[src/rtl/driver_monitor_readout.sv]
// driver_monitor_readout
// Snapshots the driver monitor's gap histogram and current gap count, then
// streams them as one fixed-length frame over a valid/ready port.
// A frame starts on a rising edge of end_program or on a snap_req pulse.
// Triggers that arrive while a frame is in flight are dropped and counted.
//
// Ports:
//   clk, reset      system clock, asynchronous active-high reset
//   end_program     program-end level; its rising edge triggers a frame
//   snap_req        single-cycle software snapshot request
//   mon_cnts        flattened histogram, bin i at [i*BIN_W +: BIN_W]
//   addr_cycle_cnt  live gap counter from the monitor
//   out_data/out_valid/out_ready/out_last  frame word stream
//   busy            FSM is not in IDLE
//   seq             sequence number of the most recently started frame
//   missed_cnt      triggers dropped while busy, saturating at 8'hFF
//
// state | meaning
// IDLE  | waiting for a trigger
// HDR   | presenting {D1A6, NUM_BINS, seq}
// BINS  | presenting bin pair k, for k = 0..NUM_BINS/2-1
// GAP   | presenting the latched gap count
// SUM   | presenting the sum of all latched bins
// FLAGS | presenting the saturated-bin mask, out_last = 1
module driver_monitor_readout #(
  parameter int NUM_BINS = 16,
  parameter int BIN_W    = 16
) (
  input  logic                      clk,
  input  logic                      reset,
  input  logic                      end_program,
  input  logic                      snap_req,
  input  logic [NUM_BINS*BIN_W-1:0] mon_cnts,
  input  logic [31:0]               addr_cycle_cnt,
  output logic [31:0]               out_data,
  output logic                      out_valid,
  input  logic                      out_ready,
  output logic                      out_last,
  output logic                      busy,
  output logic [7:0]                seq,
  output logic [7:0]                missed_cnt
);

  localparam int PAIRS = NUM_BINS / 2;
  localparam int K_W   = (PAIRS > 1) ? $clog2(PAIRS) : 1;
  localparam int SUM_W = 20;

  typedef enum logic [2:0] {IDLE, HDR, BINS, GAP, SUM, FLAGS} state_t;

  state_t           state;
  logic [BIN_W-1:0] shadow_bin [NUM_BINS];
  logic [31:0]      shadow_gap;
  logic [SUM_W-1:0] sum_acc;
  logic [K_W-1:0]   k;
  logic [K_W-1:0]   k_nxt;
  logic             end_prog_q;
  logic             edge_armed;
  logic             trig;
  logic             hs;
  logic [7:0]       seq_inc;
  logic [31:0]      pair_word [PAIRS];
  logic [SUM_W-1:0] pair_sum  [PAIRS];
  logic [31:0]      flags_word;

  // end_prog_q reads 0 straight out of reset, so a level already high at
  // release would look like an edge. edge_armed blocks the end_program
  // trigger until the level has been seen low at least once.
  assign trig    = (end_program & ~end_prog_q & edge_armed) | snap_req;
  assign hs      = out_valid & out_ready;
  assign busy    = (state != IDLE);
  assign seq_inc = seq + 8'd1;
  assign k_nxt   = k + K_W'(1);

  always_comb begin
    for (int i = 0; i < PAIRS; i++) begin
      pair_word[i] = 32'({shadow_bin[2*i+1], shadow_bin[2*i]});
      pair_sum[i]  = SUM_W'(shadow_bin[2*i]) + SUM_W'(shadow_bin[2*i+1]);
    end
    flags_word = '0;
    for (int i = 0; i < NUM_BINS; i++) begin
      flags_word[i] = (shadow_bin[i] == '1);
    end
  end

  always_ff @(posedge clk or posedge reset) begin
    if (reset) begin
      state      <= IDLE;
      for (int i = 0; i < NUM_BINS; i++) shadow_bin[i] <= '0;
      shadow_gap <= '0;
      sum_acc    <= '0;
      k          <= '0;
      end_prog_q <= 1'b0;
      edge_armed <= 1'b0;
      seq        <= '0;
      missed_cnt <= '0;
      out_data   <= '0;
      out_valid  <= 1'b0;
      out_last   <= 1'b0;
    end else begin
      end_prog_q <= end_program;
      if (!end_program) edge_armed <= 1'b1;

      if (state == IDLE) begin
        if (trig) begin
          for (int i = 0; i < NUM_BINS; i++) begin
            shadow_bin[i] <= mon_cnts[i*BIN_W +: BIN_W];
          end
          shadow_gap <= addr_cycle_cnt;
          seq        <= seq_inc;
          sum_acc    <= '0;
          k          <= '0;
          out_data   <= {16'hD1A6, 8'(NUM_BINS), seq_inc};
          out_valid  <= 1'b1;
          out_last   <= 1'b0;
          state      <= HDR;
        end
      end else begin
        // A trigger during a frame is never queued, only counted.
        if (trig && missed_cnt != 8'hFF) missed_cnt <= missed_cnt + 8'd1;

        if (hs) begin
          case (state)
            HDR: begin
              out_data <= pair_word[0];
              state    <= BINS;
            end
            BINS: begin
              sum_acc <= sum_acc + pair_sum[k];
              if (k == K_W'(PAIRS - 1)) begin
                out_data <= shadow_gap;
                state    <= GAP;
              end else begin
                k        <= k_nxt;
                out_data <= pair_word[k_nxt];
              end
            end
            GAP: begin
              out_data <= {{(32-SUM_W){1'b0}}, sum_acc};
              state    <= SUM;
            end
            SUM: begin
              out_data <= flags_word;
              out_last <= 1'b1;
              state    <= FLAGS;
            end
            default: begin
              out_data  <= '0;
              out_valid <= 1'b0;
              out_last  <= 1'b0;
              state     <= IDLE;
            end
          endcase
        end
      end
    end
  end

endmodule

[config.mk]
export PLATFORM = sky130hd
export DESIGN_NAME = driver_monitor_readout
export DESIGN_NICKNAME = d
export VERILOG_FILES = /design/src/rtl/driver_monitor_readout.sv
export SDC_FILE = /design/constraint.sdc
export NUM_CORES = 1
export LEC_CHECK = 0
export ABC_AREA = 1
export ABC_CLOCK_PERIOD_IN_PS = 12700
export BUFFER_PORTS_ARGS = -buffer_cell sky130_fd_sc_hd__clkbuf_2
export CAP_MARGIN = 20
export CORE_MARGIN = 2
export CORE_UTILIZATION = 40
export CTS_BUF_LIST = sky130_fd_sc_hd__clkbuf_8
export CTS_CLUSTER_SIZE = 16
export DETAILED_ROUTE_END_ITERATION = 7
export PLACE_DENSITY_LB_ADDON = 0.1
export SLEW_MARGIN = 15
export SYNTH_ARGS = -nofsm -noshare
export SYNTH_HDL_FRONTEND = slang
export SYNTH_SLANG_ARGS = --single-unit
[constraint.sdc]
create_clock -name clk -period 12.7 [get_ports clk]
set_input_delay 1.27 -clock clk [delete_from_list [all_inputs] [get_ports clk]]
set_output_delay 1.27 -clock clk [all_outputs]
set_load 0.005 [all_outputs]
# Yosys cells after proc, flatten, opt, wreduce, memory -nomap -nowiden
# Cells that the tools add are included.
[word_totals]
regBits = 366
input_bits = 293
out_inout_bits = 51
[op_classes]
add_sub_neg = 12
magnitude_cmp = 2
n_eq_ne = 27
mux = 33
bitwise = 8
reduce_logical = 15
[ops]
columns = ["operator", "count"]
rows = [
  ["$eq 16x16->1 const B", 16],
  ["$mux 32", 6],
  ["$add 16x16->17", 8],
  ["$pmux 32 s4", 1],
  ["$mux 20", 6],
  ["$bmux 32 s3", 1],
  ["$bmux 20 s3", 1],
  ["$mux 3", 9],
  ["$add 20x20->20", 1],
  ["$add 8x1->8 const B", 2],
  ["$pmux 3 s4", 1],
  ["$reduce_and 3->1", 4],
  ["$ge 4x4->1 const B", 2],
  ["$ne 8x8->1 const B", 1],
  ["$not 3->4", 2],
  ["$mux 1", 7],
  ["$eq 3x2->1 const B", 2],
  ["$eq 3x3->1 const B", 2],
  ["$reduce_and 2->1", 3],
  ["$ne 2x1->1 const B", 2],
  ["$ne 2x2->1 const B", 2],
  ["$reduce_and 4->1", 1],
  ["$reduce_bool 2->1", 2],
  ["$reduce_or 4->1", 1],
  ["other kinds (11)", 14],
]

# Depth between registers and ports, before layout
# Gate-level depths: netlist of run 1.
[depth]
depth_word = 9
ltp_mapped = 26
mapped_depth_nobuf = 26

# Worst setup path after synthesis of run 1
# OpenSTA, ideal clock, no wires.
[synth_path]
kind = "reg2reg"
start = "register shadow_bin (netlist bit pair_word[128])"
end = "register sum_acc[17]"
setup_time_ns = 0.119
t_arrival_ns = 2.995
setup_slack_ns = 9.586
path_stages_with_launch = 22
path_buffers = 0
synth_period_minus_slack_ns = 3.114
path_cell_list = "dfrtp_1 ha_1 inv_1 fa_1 nor2_1 nor2_1 o21ai_0 nand2_1 nand2_1 nand2_1 nand3_1 nand3_1 nand3_1 nand2_1 ha_1 a21oi_1 o21ai_0 a21oi_1 nand2_1 a21o_1 a21oi_1 nor2_1"
[synth_via]
elab_chain_len = 8
[synth_lines]
columns = ["item", "line", "rtl"]
rows = [
  ["from (decl)", "51", "logic [BIN_W-1:0] shadow_bin [NUM_BINS];"],
  ["from (signal, indexed assignment)", "106", "shadow_bin[i] <= mon_cnts[i*BIN_W +: BIN_W];"],
  ["$add 16x16->17", "77", "pair_sum[i] = SUM_W'(shadow_bin[2*i]) + SUM_W'(shadow_bin[2*i+1]);"],
  ["$bmux 20 s3", "128", "sum_acc <= sum_acc + pair_sum[k];"],
  ["$mux 20 (not written as such) (2 in a row)", "128", ""],
  ["$add 20x20->20", "128", ""],
  ["$mux 20", "122", "case (state)"],
  ["$mux 20", "121", "if (hs) begin"],
  ["$mux 20", "103", "if (state == IDLE) begin"],
  ["to (signal assigned)", "128", ""],
  ["to (decl)", "53", "logic [SUM_W-1:0] sum_acc;"],
]
# Every way passes these cells. The select of a mux whose other input is x is not followed.
# A chain may end at the register's enable or synchronous reset.

# Worst setup path in the final report of run 1
[layout_path]
start = "register k[0]"
end = "register sum_acc[14]"
[layout_via]
elab_chain_len = 8
[layout_lines]
columns = ["item", "line", "rtl"]
rows = [
  ["from (decl)", "54", "logic [K_W-1:0] k;"],
  ["from (signal assigned)", "133", "k <= k_nxt;"],
  ["$not 3->4 (not written as such)", "128", ""],
  ["$bmux 20 s3", "128", ""],
  ["$mux 20 (not written as such) (2 in a row)", "128", ""],
  ["$add 20x20->20", "128", ""],
  ["$mux 20", "122", ""],
  ["$mux 20", "121", ""],
  ["$mux 20", "103", ""],
]
# Every way passes these cells. The select of a mux whose other input is x is not followed.

==> flow_summary.toml, run 1 <==
[logic_synthesis]
syn-num-nets = 4381
yosysWarnings = 0
yosysUniqueCellTypes = 55
async_flop_share_pct = 100
ys_top_cells_by_area = "dfrtp_1, nand2_1, ha_1, o21ai_0, inv_1"
syn_inst = 3929
netlist_area_sq_um = 26400
synth_edf_count = 0
yosys.area.top_type = "dfrtp_1"
yosysSeqAreaShare_pct = 34.7
synth-seq-cells = 366
yosysTopAreaCellShare_pct = 34.7
synthFlopType = "dfrtp_1"
synth.avg_cell_area_sq_um = 6.72

[timing]
slew_violations = 0
max_freq_mhz = 213
rsz0062_at_grt = "no"
layout_min_cycle_time_ps = 4700
fin_setup_tns_ps = 0
period_share_pct = 37.0
fin_ws_ps = 8000
maxSlewHeadroom_pct = 21.2
worst_slew_pin_slew_ps = 1180
fin_skew_ps = 45.9
setup_viol = 0
finalHoldViolCount = 0

[clocking]
cts.sinks = 366
cts_max_level = 3
root_buffer = "clkbuf_8"
ctsLongestPathBuffers = 3
cts_made_buffers = 70
cts_hold_buffers = 0
cts-resized-gates = 0
tritoncts = "done"
clkLatencyLatePin_ps = 700
post_cts_buffers = 0
path_clk_slew_ps = 70

[placement]
portBuffers = 343
dp_slack_ps = 7920
hpwl_microns = 93300
gp_congestion = 1.04

[setup_path]
regToRegEndpoint = "sum_acc[14]"
cp_max_fo = 88
worstPathRequired_ps = 13300
cp.arrival_ps = 5300
path_class = "reg -> reg"
reg2regPathDepth = 21
critPathLaunchType = "flop"
regToRegStartpoint = "k[0]"
end_kind = "flop"
r2r_setup_slack_ps = 8000

[cells_and_area]
area_growth_pct = 14.1
final_common_cell = "nand2_1"
final_cell_mix = "nand2_1, inv_1, o21ai_0"
nets = 4662
drive_above_1_share_pct = 11.8

[pwr]
p_per_area_nw_per_um2 = 83.7
leakagePower_uw = 0.0162
ir_drop_mv = 0.0663

[route]
drt_iter0_markers = 2772
dr.pass1.iters = 8
antenna_left = 0
via_per_inst = 5.45
wl_microns = 117000
num_vias = 27900
post-route-drc-count = 0
wire_per_inst_microns = 22.9

[global_routing]
antenna_found_initial = 2
grt_use_total_pct = 34.3
grt_pass1_vias = 26800
grt_pass1_wl_microns = 171000
grt_max_degree = 202
grt_overflow_total = 0

[floorplan]
num_rows = 94
core_area_sq_um = 65500
dieArea_sq_um = 68000
start_util_pct = 40.3
die_w_microns = 261
ioPinCount = 344
die_h_microns = 261

[hold_path]
whs_path_depth = 2
whs_endpoint = "edge_armed"
worstHoldStart = "edge_armed"
hold_path.class = "reg -> reg"

[outcome]
status = "finished, final reports clean"

[job]
max-cap-violations = 0
worst max-delay path, stage by stage, from the launching register on:
cell	delay (ps)
dfrtp_4	520
buf_4	400
inv_4	600
buf_4	740
nand2_1	110
a21oi_1	200
a32o_1	150
ha_1	160
inv_1	50
fa_1	360
inv_1	70
nand2_1	60
o21ai_0	290
nand2_1	90
nand2_1	220
nand2_1	80
nand2_1	90
nand2_1	80
nand2_1	80
a21oi_1	60
o21ai_0	100
nand2_1	60
cell usage after synthesis, types with 5 or more instances:
master    instances
xor2_1           15
a32o_1            5
fa_1              9
clkbuf_1         62
and3_1            5
and2_1            8
o211ai_1         28
nor3_1           40
a21o_1            7
buf_1             9
a22oi_1          11
xnor2_1          18
nand4_1          62
nor4_1           20
a31oi_1          12
dfrtp_1         366
a21oi_1         254
ha_1            150
inv_1           465
nor2_1          169
inv_2             8
nand2_1        1308
o22ai_1          14
nand3b_1         15
o21bai_1          9
or2_2            11
buf_2            80
o21ai_0         371
nand3_1         348
power breakdown:
| part | switching (uW) | internal, uW | total (uW) |
|---|---|---|---|
| registers | 15.2 | 1180 | 1190 |
| clock network | 565 | 653 | 1220 |
| logic | 57.5 | 51.1 | 109 |
area by class of cell:
cell class | count | area [sq um]
diodes | 1 | 2.50
clock buffers | 82 | 1130
clock inverters | 34 | 277
fillers | 7041 | 35400
inverters | 476 | 1810
multi-input cells | 2930 | 14700
flip-flops and latches | 366 | 9160
well taps | 864 | 1080
repair buffers | 366 | 1910
state kept, by name, indices dropped and copies added, names as in the netlist:
name and count:
edge_armed 1, state 3, shadow_gap 32, pair_word 256, out_data 32, seq 8
out_last 1, sum_acc 20, end_prog_q 1, out_valid 1, missed_cnt 8, k 3
through the flow:
stage	hold WS (ps)	utilization (%)	instances	total power [uW]	area, sq um
finish	478	46.0	5119	2520	30100
global placement	458	43.8	5002	1320	28700
floorplan	436	-	3929	1250	26400
CTS	474	45.9	5118	2540	30100
global route	506	46.0	5119	2610	30100
detailed placement	461	43.8	5002	1320	28700
how the worst max path moves through the flow:
stage	from	endpoint	slack, ps	cells after the start
2_1_floorplan	reset	edge_armed	1270	1
3_3_place_gp	end_program	pair_word[137]	8060	11
3_5_place_dp	end_program	pair_word[174]	7920	11
4_1_cts	k[0]	sum_acc[14]	8110	21
5_1_grt	k[0]	sum_acc[14]	7600	21
6_report	k[0]	sum_acc[14]	8000	21
per-layer routing:
metal	share of wire, %	routed length [microns]	GRT usage (%)	vias up
li1	-	-	-	13500
met1	43	50100	45.4	13100
met2	45	52400	53.8	1077
met3	6.4	7550	5.22	278
met4	6.2	7260	18.6	2
met5	0.015	18	0	-
logic make-up (layout without fill, tap and decap cells):
| group | count (synthesis) | count (layout) | share of synthesized area, % |
|---|---|---|---|
| adder cells (fa/ha/maj) | 159 | 159 | 7.80 |
| other | 0 | 1 | 0 |
| AND/OR/NAND/NOR | 1996 | 1996 | 31.7 |
| multiplexers | 1 | 1 | 0.0427 |
| AO/OA/AOI/OAI | 741 | 741 | 15.1 |
| buffers and inverters | 633 | 958 | 9.49 |
| XOR/XNOR | 33 | 33 | 1.10 |
| flip-flops | 366 | 366 | 34.7 |
Power figures use the tool's default switching activity.
==> run 2: changes to the inputs <==
- ABC_CLOCK_PERIOD_IN_PS: 12700 -> 4700
- clock period: 12.7 -> 4.7 ns (I/O delays scaled with it)
==> run 2 against run 1 <==
- non-clock buffer count rose by 266
- utilization rose by 4.3 points
- global-route usage rose by 2.3 points
- first-iteration DRC count fell by 0.61%
- sequential cell count did not move
- critical endpoint unchanged
- largest cell class unchanged
==> flow_summary.toml, run 2 (synthesis results as in run 1) <==
[outcome]
status = "finished, final reports clean"

[clocking]
clkLatencyLatePin_ps = 710
tritoncts = "done"
cts.sinks = 366
path_clk_slew_ps = 60
cts_made_buffers = 72
cts-resized-gates = 0
post_cts_buffers = 0
root_buffer = "clkbuf_8"
cts_max_level = 3
ctsLongestPathBuffers = 3

[timing]
layout_min_cycle_time_ps = 4010
rsz0062_at_grt = "no"
slew_violations = 0
setup_viol = 0
period_share_pct = 85.4
max_freq_mhz = 249
worst_slew_pin_slew_ps = 953
fin_skew_ps = 41.2
fin_ws_ps = 685
maxSlewHeadroom_pct = 35.8
finalHoldViolCount = 0
worst_hold_slack_ps = 24.0

[cells_and_area]
final_cell_mix = "nand2_1, inv_1, o21ai_0"
nets = 4930
drive_above_1_share_pct = 11.8
area_growth_pct = 24.7
final_common_cell = "nand2_1"
largest_register_ffs = 256
n_fill_cell = 6762

[route]
drt_iter0_markers = 2755
via_per_inst = 5.44
antenna_left = 0
num_vias = 29400
wl_microns = 125000
wire_per_inst_microns = 23.2
dr.pass1.iters = 6
post-route-drc-count = 0

[pwr]
power_frac_clock_pct = 48.7
p_comb_share_pct = 6.3
ir_drop_mv = 0.181
p_int_uw = 5380
leakagePower_uw = 0.0175
pwr-share-seq_pct = 45.0
p_per_area_nw_per_um2 = 218
power_uw = 7170
p_sw_uw = 1800
switching_share_pct = 25.1

[placement]
hpwl_microns = 98700
dp_slack_ps = 833
gp_congestion = 1.02
portBuffers = 343

[setup_path]
regToRegStartpoint = "pair_word[66]"
worstPathRequired_ps = 5260
reg2regPathDepth = 21
regToRegEndpoint = "sum_acc[14]"
critPathLaunchType = "flop"
startpoint = "pair_word[66]"
end_kind = "flop"
path_class = "reg -> reg"
cp_max_fo = 5
endpoint = "sum_acc[14]"
r2r_setup_slack_ps = 690
cp.arrival_ps = 4580

[job]
max-cap-violations = 0

[floorplan]
start_util_pct = 40.3
die_w_microns = 261
die_h_microns = 261
dieArea_sq_um = 68000
ioPinCount = 344
num_rows = 94
core_area_sq_um = 65500

[global_routing]
grt_pass1_wl_microns = 182000
grt_use_total_pct = 36.5
grt_pass1_vias = 28400
antenna_found_initial = 2
grt_overflow_total = 0
grt_max_degree = 128

[hold_path]
whs_path_depth = 3
hold_path.class = "in -> reg"
run 2: changes by cell type in the layout (fill, tap and decap cells not counted), sizes merged, moves of 2 or more:
cell,before,now
dlygate4sd3,0,235
buf,23,54
inv,492,502
bufinv,3,5
clkbuf,425,427
run 2: cell type report:
cell class	count	area [sq um]	area share, %
flip-flops and latches	366	9160	27.9
clock buffers	84	1160	3.51
well taps	864	1080	3.29
repair buffers	632	4590	13.9
inverters	476	1800	5.48
multi-input cells	2930	14700	44.8
clock inverters	46	370	1.13
diodes	1	2.50	0.00761
run 2: worst min path at each step:
stage	startpoint	endpoint
finish	mon_cnts[130]	pair_word[98]
global route	addr_cycle_cnt[14]	shadow_gap[14]
detailed placement	edge_armed	edge_armed
global placement	edge_armed	edge_armed
floorplan	edge_armed	edge_armed
CTS	addr_cycle_cnt[14]	shadow_gap[14]
run 2: metrics by stage:
stage | setup TNS (ps) | instances | utilization, % | area, sq um
global route | 0 | 5399 | 50.2 | 32900
global placement | 0 | 5033 | 44.3 | 29000
detailed placement | 0 | 5033 | 44.3 | 29000
finish | 0 | 5399 | 50.2 | 32900
floorplan | -248950 | 3929 | - | 26400
CTS | 0 | 5398 | 50.2 | 32900
run 2: worst max-delay path, cell delays in order, from the launching register on:
cell	delay [ps]
dfrtp_1	430
ha_1	370
or2_2	350
nand3_1	110
nand2_1	110
o21ai_0	150
a21oi_1	120
o21ai_0	650
nand2_1	100
nand2_1	90
nand2_1	90
ha_1	360
nand2_1	90
o21a_1	190
nand2_1	170
nand2_1	80
nand2_1	90
nand2_1	90
nand2_1	80
a21oi_1	60
o21ai_0	70
nand2_1	60
run 2: timing repair:
| item | 4_1_cts | 5_1_grt |
|---|---|---|
| endpoints found under the hold margin | 256 | 0 |
| setup endpoints to repair | 0 | 0 |
| hold buffers | 235 | 0 |
run 2: layer usage:
layer	wire length (microns)	vias to the layer above	GRT usage (%)
met5	12	-	0
met4	8090	2	20.5
met3	8460	306	6.19
met2	56400	1207	57.9
met1	52300	13800	47.2
li1	-	14000	-
run 2: power by group through the flow:
stage | Clock [uW] | Sequential, uW | Combinational (uW)
floorplan | 0 | 3280 | 95.6
global placement | 0 | 3280 | 291
detailed placement | 0 | 3280 | 293
CTS | 3560 | 3230 | 451
global route | 3680 | 3230 | 494
finish | 3490 | 3230 | 451
